File: config.mk
export PLATFORM = sky130hd
export DESIGN_NAME = tdm_demux1to8
export DESIGN_NICKNAME = d
export VERILOG_FILES = /design/src/rtl/tdm_demux1to8_pkg.sv /design/src/rtl/tdm_demux1to8_slot_ctr.sv /design/src/rtl/tdm_demux1to8.sv
export SDC_FILE = /design/constraint.sdc
export NUM_CORES = 1
export LEC_CHECK = 0
export ABC_CLOCK_PERIOD_IN_PS = 2300
export BUFFER_PORTS_ARGS = -buffer_cell sky130_fd_sc_hd__buf_4
export CORE_ASPECT_RATIO = 0.8
export CORE_MARGIN = 2
export CORE_UTILIZATION = 30
export DETAILED_ROUTE_END_ITERATION = 6
export PLACE_DENSITY = 0.47
export SLEW_MARGIN = 20
export SYNTH_ARGS = -nofsm -noshare
export SYNTH_HDL_FRONTEND = slang
export SYNTH_SLANG_ARGS = --single-unit
File: constraint.sdc
create_clock -name clk -period 2.3 [get_ports clk]
set_clock_uncertainty 0.15 [all_clocks]
set_input_delay 0.23 -clock clk [delete_from_list [all_inputs] [get_ports clk]]
set_output_delay 0.23 -clock clk [all_outputs]
set_load 0.02 [all_outputs]
File: src/rtl/tdm_demux1to8_pkg.sv
// tdm_pkg: shared slot-count, state and parity-slot constants for the TDM link (TDM_DEMUX_PARITY_EN adds a parity slot)
package tdm_pkg;
`ifdef TDM_DEMUX_PARITY_EN
  localparam int NUM_SLOTS = 9;
  localparam int SLOT_W = 4;
`else
  localparam int NUM_SLOTS = 8;
  localparam int SLOT_W = 3;
`endif
  localparam int NUM_LANES = 8;
  localparam int PAR_SLOT = 8;
  typedef enum logic {HUNT, RUN} tdm_state_t;
endpackage

File: src/rtl/tdm_demux1to8_slot_ctr.sv
// tdm_slot_ctr: modulo-NUM_SLOTS slot index with clear, load-1 and advance (clear wins, then load-1)
module tdm_slot_ctr
  import tdm_pkg::*;
(
  input  logic              clk,
  input  logic              rst_n,
  input  logic              i_adv,
  input  logic              i_load1,
  input  logic              i_clr,
  output logic [SLOT_W-1:0] o_sel
);
  logic [SLOT_W-1:0] r_sel;
  logic [SLOT_W-1:0] w_sel_nx;
  always_comb
    w_sel_nx = i_clr ? '0 :
               i_load1 ? SLOT_W'(1) :
               !i_adv ? r_sel :
               (r_sel == SLOT_W'(NUM_SLOTS - 1)) ? '0 : r_sel + 1'b1;
  always_ff @(posedge clk or negedge rst_n)
    if (!rst_n) r_sel <= '0;
    else r_sel <= w_sel_nx;
  assign o_sel = r_sel;
endmodule

File: src/rtl/tdm_demux1to8.sv
// tdm_demux1to8: 8-lane TDM receiver locking to frame sync (TDM_DEMUX_PARITY_EN adds a checked parity slot and par_err)
module tdm_demux1to8
  import tdm_pkg::*;
#(
  parameter int WIDTH = 1
) (
  input  logic                         clk,
  input  logic                         rst_n,
  input  logic [WIDTH-1:0]             in_data,
  input  logic                         in_valid,
  input  logic                         in_sync,
  output logic [NUM_LANES*WIDTH-1:0]   out_data,
  output logic                         out_valid,
  output logic [SLOT_W-1:0]            sel,
`ifdef TDM_DEMUX_PARITY_EN
  output logic                         par_err,
`endif
  output logic                         locked,
  output logic                         sync_err
);
  tdm_state_t r_state, w_state_nx;
  logic [NUM_LANES*WIDTH-1:0] r_cap, w_cap_nx, r_out;
  logic [SLOT_W-1:0] w_sel, w_lane;
  logic w_run, w_sel0, w_last, w_sync, w_adv, w_clr, w_err, w_done, w_fire;
  logic r_valid, r_serr;
  tdm_slot_ctr u_ctr (
    .clk     (clk),
    .rst_n   (rst_n),
    .i_adv   (w_adv),
    .i_load1 (w_sync),
    .i_clr   (w_clr),
    .o_sel   (w_sel)
  );
  always_ff @(posedge clk or negedge rst_n)
    if (!rst_n) r_state <= HUNT;
    else r_state <= w_state_nx;
  always_comb
    w_state_nx = (r_state == HUNT) ? (w_sync ? RUN : HUNT) :
                 (in_valid && w_sel0 && !in_sync) ? HUNT : RUN;
  always_comb begin
    w_run  = r_state == RUN;
    w_sel0 = w_sel == '0;
    w_last = w_sel == SLOT_W'(NUM_SLOTS - 1);
    w_sync = in_valid && in_sync;
    w_adv  = w_run && in_valid && !in_sync && !w_sel0;
    w_clr  = w_run && in_valid && !in_sync && w_sel0;
    w_err  = w_run && in_valid && (in_sync ? !w_sel0 : w_sel0);
    w_done = w_adv && w_last;
    w_lane = in_sync ? '0 : w_sel;
  end
  // a sync beat always restarts the frame at lane 0, discarding any partial frame
  always_comb begin
    w_cap_nx = r_cap;
    for (int k = 0; k < NUM_LANES; k++)
      if ((w_sync || w_adv) && w_lane == SLOT_W'(k)) w_cap_nx[k*WIDTH +: WIDTH] = in_data;
  end
`ifdef TDM_DEMUX_PARITY_EN
  logic [WIDTH-1:0] w_par;
  logic r_perr;
  always_comb begin
    w_par = '0;
    for (int k = 0; k < NUM_LANES; k++) w_par = w_par ^ r_cap[k*WIDTH +: WIDTH];
  end
  assign w_fire = w_done && (in_data == w_par);
  always_ff @(posedge clk or negedge rst_n)
    if (!rst_n) r_perr <= 1'b0;
    else r_perr <= w_done && (in_data != w_par);
  assign par_err = r_perr;
`else
  assign w_fire = w_done;
`endif
  always_ff @(posedge clk or negedge rst_n)
    if (!rst_n) begin
      r_cap   <= '0;
      r_out   <= '0;
      r_valid <= 1'b0;
      r_serr  <= 1'b0;
    end else begin
      r_cap   <= w_cap_nx;
      r_out   <= w_fire ? w_cap_nx : r_out;
      r_valid <= w_fire;
      r_serr  <= w_err;
    end
  assign out_data  = r_out;
  assign out_valid = r_valid;
  assign sel       = w_sel;
  assign locked    = w_run;
  assign sync_err  = r_serr;
endmodule
After elaboration in Yosys (flattened, before gate mapping)
Cells that the tools add are included.

storage, ports and cells
  flip-flop bits (word level) = 22
  input port bits = 5

cells by class
  $add $sub $neg = 1
  equal/unequal tests = 8
  multiplexer cells = 17
  reduce and logical (&&, ||, !) cells = 23

operator list
  operator                                                         count
  1-bit logical AND                                                17
  3-bit == test, second input constant                             5
  3-bit 2-to-1 mux                                                 5
  1-bit 2-to-1 mux                                                 12
  3-bit by 2-bit == test with 1-bit output, second input constant  2
  3-bit zero test                                                  2
  3-bit by 1-bit adder with 3-bit output, second input constant    1
  3-bit by 1-bit == test with 1-bit output, second input constant  1
  3-bit nonzero test                                               1
  1-bit zero test                                                  2
  1-bit logical OR                                                 1

Depth between registers and ports, before layout
  depth in word-level cells = 6
  gate-level depth with buffers = 6

Cells and area by module
Synthesis repeated with hierarchy kept, for this count alone.

unflattened totals
  cell total of the unflattened synthesis = 69
  area, all modules = 979.7 um2

by module, submodules not included
  module         instances  cells an instance  area an instance (um2)
  tdm_demux1to8  1          55                 818.3
  tdm_slot_ctr   1          14                 161.4

Worst setup path after synthesis
OpenSTA, ideal clock, no wires.

  kind = register to register
  from = register u_ctr.r_sel[0] (netlist: u_ctr.o_sel[0])
  to = register r_out[2] (netlist: out_data[2])
  arrival time = 1.788 ns
  data required time = 2.025 ns
  setup slack = 0.237 ns
  stages on the path, launching flop included = 7
  cells stage by stage = dfrtp_1 -> inv_1 -> ha_1 -> nor2_1 -> nand4_1 -> mux2_4 -> mux2_4

between the ends
  longest elaborated chain between the ends = 6
  elaborated cells between the ends (all ways) = 10
  classes of those cells = eq/ne (2); mux (2); reduce/logical (6)

ends and longest elaborated chain
  item                    line                          RTL
  start, declared         tdm_demux1to8_slot_ctr.sv:12  logic [SLOT_W-1:0] r_sel;
  start signal, assigned  tdm_demux1to8_slot_ctr.sv:21  else r_sel <= w_sel_nx;
  3-bit zero test         tdm_demux1to8.sv:42           w_sel0 = w_sel == '0;
  1-bit zero test         tdm_demux1to8.sv:45           w_adv = w_run && in_valid && !in_sync && !w_sel0;
  1-bit logical AND       tdm_demux1to8.sv:45
  1-bit logical OR        tdm_demux1to8.sv:55           if ((w_sync || w_adv) && w_lane == SLOT_W'(k)) w_cap_nx[k*WIDTH +: WIDTH] = in_data;
  1-bit logical AND (*)   tdm_demux1to8.sv:55
  1-bit 2-to-1 mux (*)    tdm_demux1to8.sv:55
  via w_cap_nx[2]         tdm_demux1to8.sv:22           logic [NUM_LANES*WIDTH-1:0] r_cap, w_cap_nx, r_out;
  end signal, assigned    tdm_demux1to8.sv:80           r_out <= w_fire ? w_cap_nx : r_out;
  end, declared           tdm_demux1to8.sv:22

Mark *: on every way through the listed nets, which the timed path passes. The rest lies on a longest branch.
A chain may end at the register's enable or synchronous reset.

Worst setup path in the final report
  from = register u_ctr.r_sel[0] (netlist: u_ctr.o_sel[0])
  to = register r_out[0] (netlist: out_data[0])

The elaborated chain is that of the path after synthesis.

==> tab_implementation.tex <==
\begin{tabular}{lr}
\hline
Metric & Value \\
\hline
\multicolumn{2}{l}{\textbf{Routing}} \\
DRC violation total after the first TritonRoute iteration & 19 \\
Count of TritonRoute iterations in the first routing pass & 4 \\
Wire length reported by the detailed router & 1864 um \\
Final routed DRC violation total & 0 \\
Via count & 659 \\
Via-to-Cell Ratio & 4.674 \\
Remaining antenna violation count & 0 \\
Routed length per instance & 13.22 um \\
\multicolumn{2}{l}{\textbf{Synthesis}} \\
Distinct cell type count after synthesis & 23 \\
Cell area after synthesis & 1042 sq um \\
YS warnings & 0 \\
Net Count, Synth & 85 \\
Post-synthesis sequential area ratio & 52.82\% \\
Number of cells produced by synthesis & 77 \\
FF+latch count, synth & 22 \\
Avg Cell Area, Syn & 13.54 sq um \\
\multicolumn{2}{l}{\textbf{Cells and area}} \\
Most common cell after layout, fill and taps aside & sky130\_fd\_sc\_hd\_\_dfrtp\_1 \\
Number of standard cells in the layout, taps in and fillers out & 141 \\
Layout cell share with drive strength beyond 1 & 43.43\% \\
Final net count & 108 \\
Area overhead of the layout relative to synthesis & 24.61\% \\
Ant diodes & 0 \\
Highest-count cells in the layout ignoring fill and taps & sky130\_fd\_sc\_hd\_\_dfrtp\_1 (22), sky130\_fd\_sc\_hd\_\_buf\_4 (21), sky130\_fd\_sc\_hd\_\_mux2\_4 (14) \\
\multicolumn{2}{l}{\textbf{Clocking}} \\
Later-pin clock latency in the skew report & 0.26 ns \\
Buffers inserted by post-CTS timing repair & 0 \\
CTS clk-pin slew, worst paths & 0.08 ns \\
Htree depth & 1 \\
Clock Sinks & 22 \\
Root Buffer Master & sky130\_fd\_sc\_hd\_\_clkbuf\_8 \\
Maximum clock insertion buffer count & 2 \\
TritonCTS buffer count & 3 \\
Resize count post-CTS & 0 \\
TritonCTS clock tree & done \\
\multicolumn{2}{l}{\textbf{Setup path}} \\
CP max FO & 4 \\
CP peak stage delay & 0.38 ns \\
Slowest cell on the critical path & sky130\_fd\_sc\_hd\_\_dfrtp\_1 \\
Worst r2r src & u\_ctr.o\_sel[0] \\
CP top delay family & multiplexers \\
Worst Path Required & 2.29 ns \\
Critical Path, Cell by Cell & inv\_1 -> ha\_1 -> nor2\_1 -> a32oi\_1 -> mux2\_2 -> mux2\_4 \\
CP endpoint kind & flip-flop \\
Nature of the critical path startpoint & flip-flop \\
Arrival time of the worst setup path & 1.93 ns \\
Critical path startpoint & u\_ctr.o\_sel[0] \\
Path type of the worst setup path & flip-flop to flip-flop \\
Critical path buffers and inverters & 1 \\
\multicolumn{2}{l}{\textbf{Floorplan}} \\
Die extent in y & 56.72 um \\
Die width & 69.90 um \\
Starting Density & 30.87\% \\
Core area & 3376 sq um \\
Number of ports placed on the die boundary & 19 \\
Overall die area & 3965 sq um \\
Placement row count & 19 \\
\multicolumn{2}{l}{\textbf{Worst hold path}} \\
Worst Min Path Start & in\_sync \\
Kind of path behind the tightest hold check & input pin to flip-flop \\
\multicolumn{2}{l}{\textbf{STA}} \\
Worst setup slack after layout & 0.3651 ns \\
Final Critical Period & 1.935 ns \\
Number of hold violations in the final report & 0 \\
Achievable clock frequency & 516.8 MHz \\
Relative slew slack & 79.57\% \\
Setup repair after global routing missed its margin & false \\
Actual slew at the worst max-slew pin & 0.3065 ns \\
TNS Setup & 0 ns \\
Portion of the clock cycle consumed by the worst path in the final layout & 84.13\% \\
Setup-violating endpoint count in the final report & 0 \\
Count of pins over their slew limit & 0 \\
\multicolumn{2}{l}{\textbf{Placed design}} \\
Worst slack, placed & 0.3673 ns \\
Cell Count Post-Placement & 136 \\
DP Wirelength & 1315 um \\
Final estimated routing congestion in global placement & 0.9117 \\
Port bufs & 18 \\
\multicolumn{2}{l}{\textbf{Global routing}} \\
Global-route wire length before repair & 3312 um \\
GRT Overall Usage & 10.70\% \\
Number of global-route vias before repair & 664 \\
GR Overflow Total & 0 \\
Antenna violations before repair & 0 \\
Pin count of the biggest net entering global routing & 23 \\
\multicolumn{2}{l}{\textbf{Pwr}} \\
Worst ir drop on vdd & 495.7 uV \\
Cell area power density & 1054 nW/um\^{}2 \\
Total Power Consumption & 1.369 mW \\
Cell leakage power & 0.6514 nW \\
\multicolumn{2}{l}{\textbf{Flow run}} \\
Count of maximum capacitance violations & 0 \\
\multicolumn{2}{l}{\textbf{Status}} \\
Outcome & completed \\
\hline
\end{tabular}
==> registers in the layout, indices dropped and copies added (netlist names) <==
| signal | cells |
|---|---|
| u_ctr.o_sel | 3 |
| r_cap | 8 |
| out_valid | 1 |
| sync_err | 1 |
| locked | 1 |
| out_data | 8 |
==> Yosys cell counts <==
cell type | n | area share (%)
sky130_fd_sc_hd__buf_4 | 1 | 0.72
sky130_fd_sc_hd__xnor2_1 | 1 | 0.84
sky130_fd_sc_hd__nor4_1 | 1 | 0.60
sky130_fd_sc_hd__o22ai_1 | 2 | 1.2
sky130_fd_sc_hd__a22oi_1 | 1 | 0.72
sky130_fd_sc_hd__nor2b_1 | 1 | 0.60
sky130_fd_sc_hd__and2_2 | 1 | 0.72
sky130_fd_sc_hd__a32oi_1 | 2 | 1.7
sky130_fd_sc_hd__nand3_1 | 1 | 0.48
sky130_fd_sc_hd__and3b_1 | 1 | 0.84
sky130_fd_sc_hd__dfrtp_1 | 22 | 53
sky130_fd_sc_hd__nand4_1 | 6 | 3.6
sky130_fd_sc_hd__nand2_1 | 3 | 1.1
sky130_fd_sc_hd__buf_6 | 2 | 2.2
sky130_fd_sc_hd__ha_1 | 3 | 3.6
sky130_fd_sc_hd__inv_1 | 4 | 1.4
sky130_fd_sc_hd__clkbuf_2 | 1 | 0.48
sky130_fd_sc_hd__mux2_2 | 2 | 2.2
sky130_fd_sc_hd__and3_1 | 1 | 0.60
sky130_fd_sc_hd__mux2_4 | 14 | 20
sky130_fd_sc_hd__nor2_1 | 3 | 1.1
sky130_fd_sc_hd__o21ai_0 | 3 | 1.4
sky130_fd_sc_hd__a22o_2 | 1 | 0.96
==> power breakdown <==
part	switching (mW)	total, mW	internal (mW)
clock	0.125	0.357	0.232
combinational	0.256	0.481	0.225
sequential	0.0539	0.531	0.477
total	0.434	1.37	0.934
==> worst reg2reg max path, stage by stage, from the launching register on <==
cell and delay, ns:
sky130_fd_sc_hd__dfrtp_1 0.38, sky130_fd_sc_hd__inv_1 0.13, sky130_fd_sc_hd__ha_1 0.22, sky130_fd_sc_hd__nor2_1 0.09, sky130_fd_sc_hd__a32oi_1 0.23, sky130_fd_sc_hd__mux2_2 0.36
sky130_fd_sc_hd__mux2_4 0.25
==> metrics by stage <==
step / hold slack (ns) / utilization (%) / instance area [sq um]
floorplan: -0.2156 / - / 1042
global placement: -0.01223 / 36.06 / 1217
detailed placement: -0.006221 / 36.06 / 1217
CTS: 0.03626 / 38.47 / 1299
global route: 0.04331 / 38.47 / 1299
finish: 0.05060 / 38.47 / 1299
==> logic make-up after synthesis <==
family	count (synthesis)	share of synthesized area, %
AOI/OAI and AO/OA	9	6.002
xor gates and xnor gates	1	0.8405
adders and majority gates	3	3.602
buffers and inverters	8	4.801
DFF	22	52.82
muxes	16	22.33
and+or+nand+nor	18	9.605
==> routing by layer <==
metal / wire length, um / track usage [%] / part of all wire, % / vias up
met5: 0 / 0 / 0 / -
met1: 930 / 15.51 / 50 / 318
met2: 825 / 15.10 / 44 / 17
met3: 100 / 4.488 / 5.4 / 2
met4: 8 / 1.648 / 0.43 / 0
li1: - / - / - / 322
==> final cells by class <==
cell class                      instances  area [sq um]
Timing Repair Buffer                   22         167.7
Clock buffer                            3         41.29
Multi-Input combinational cell         47         441.7
Fill cell                             340          2077
Tap cell                               42         52.55
Inverter                                4         15.01
Sequential cell                        22         550.5
Clock inverter                          1         30.03
==> path summary, 6_finish.rpt <==
kind,slack (ns),to,cells past startpoint
worst min-delay path,0.05,u_ctr.o_sel[2],2
worst max register to register,0.37,out_data[0],6
max in group asynchronous,1.52,r_cap[1],2
min in group asynchronous,0.24,sync_err,2
worst min register to register,0.35,r_cap[2],1
worst max-delay path,0.37,out_data[0],6
==> what timing repair did <==
item                                    in CTS  in global routing
endpoints found under the hold margin       22                  0
endpoints found under the setup margin       0                  0
hold buffers                                 1                  0
Power figures use the tool's default switching activity.
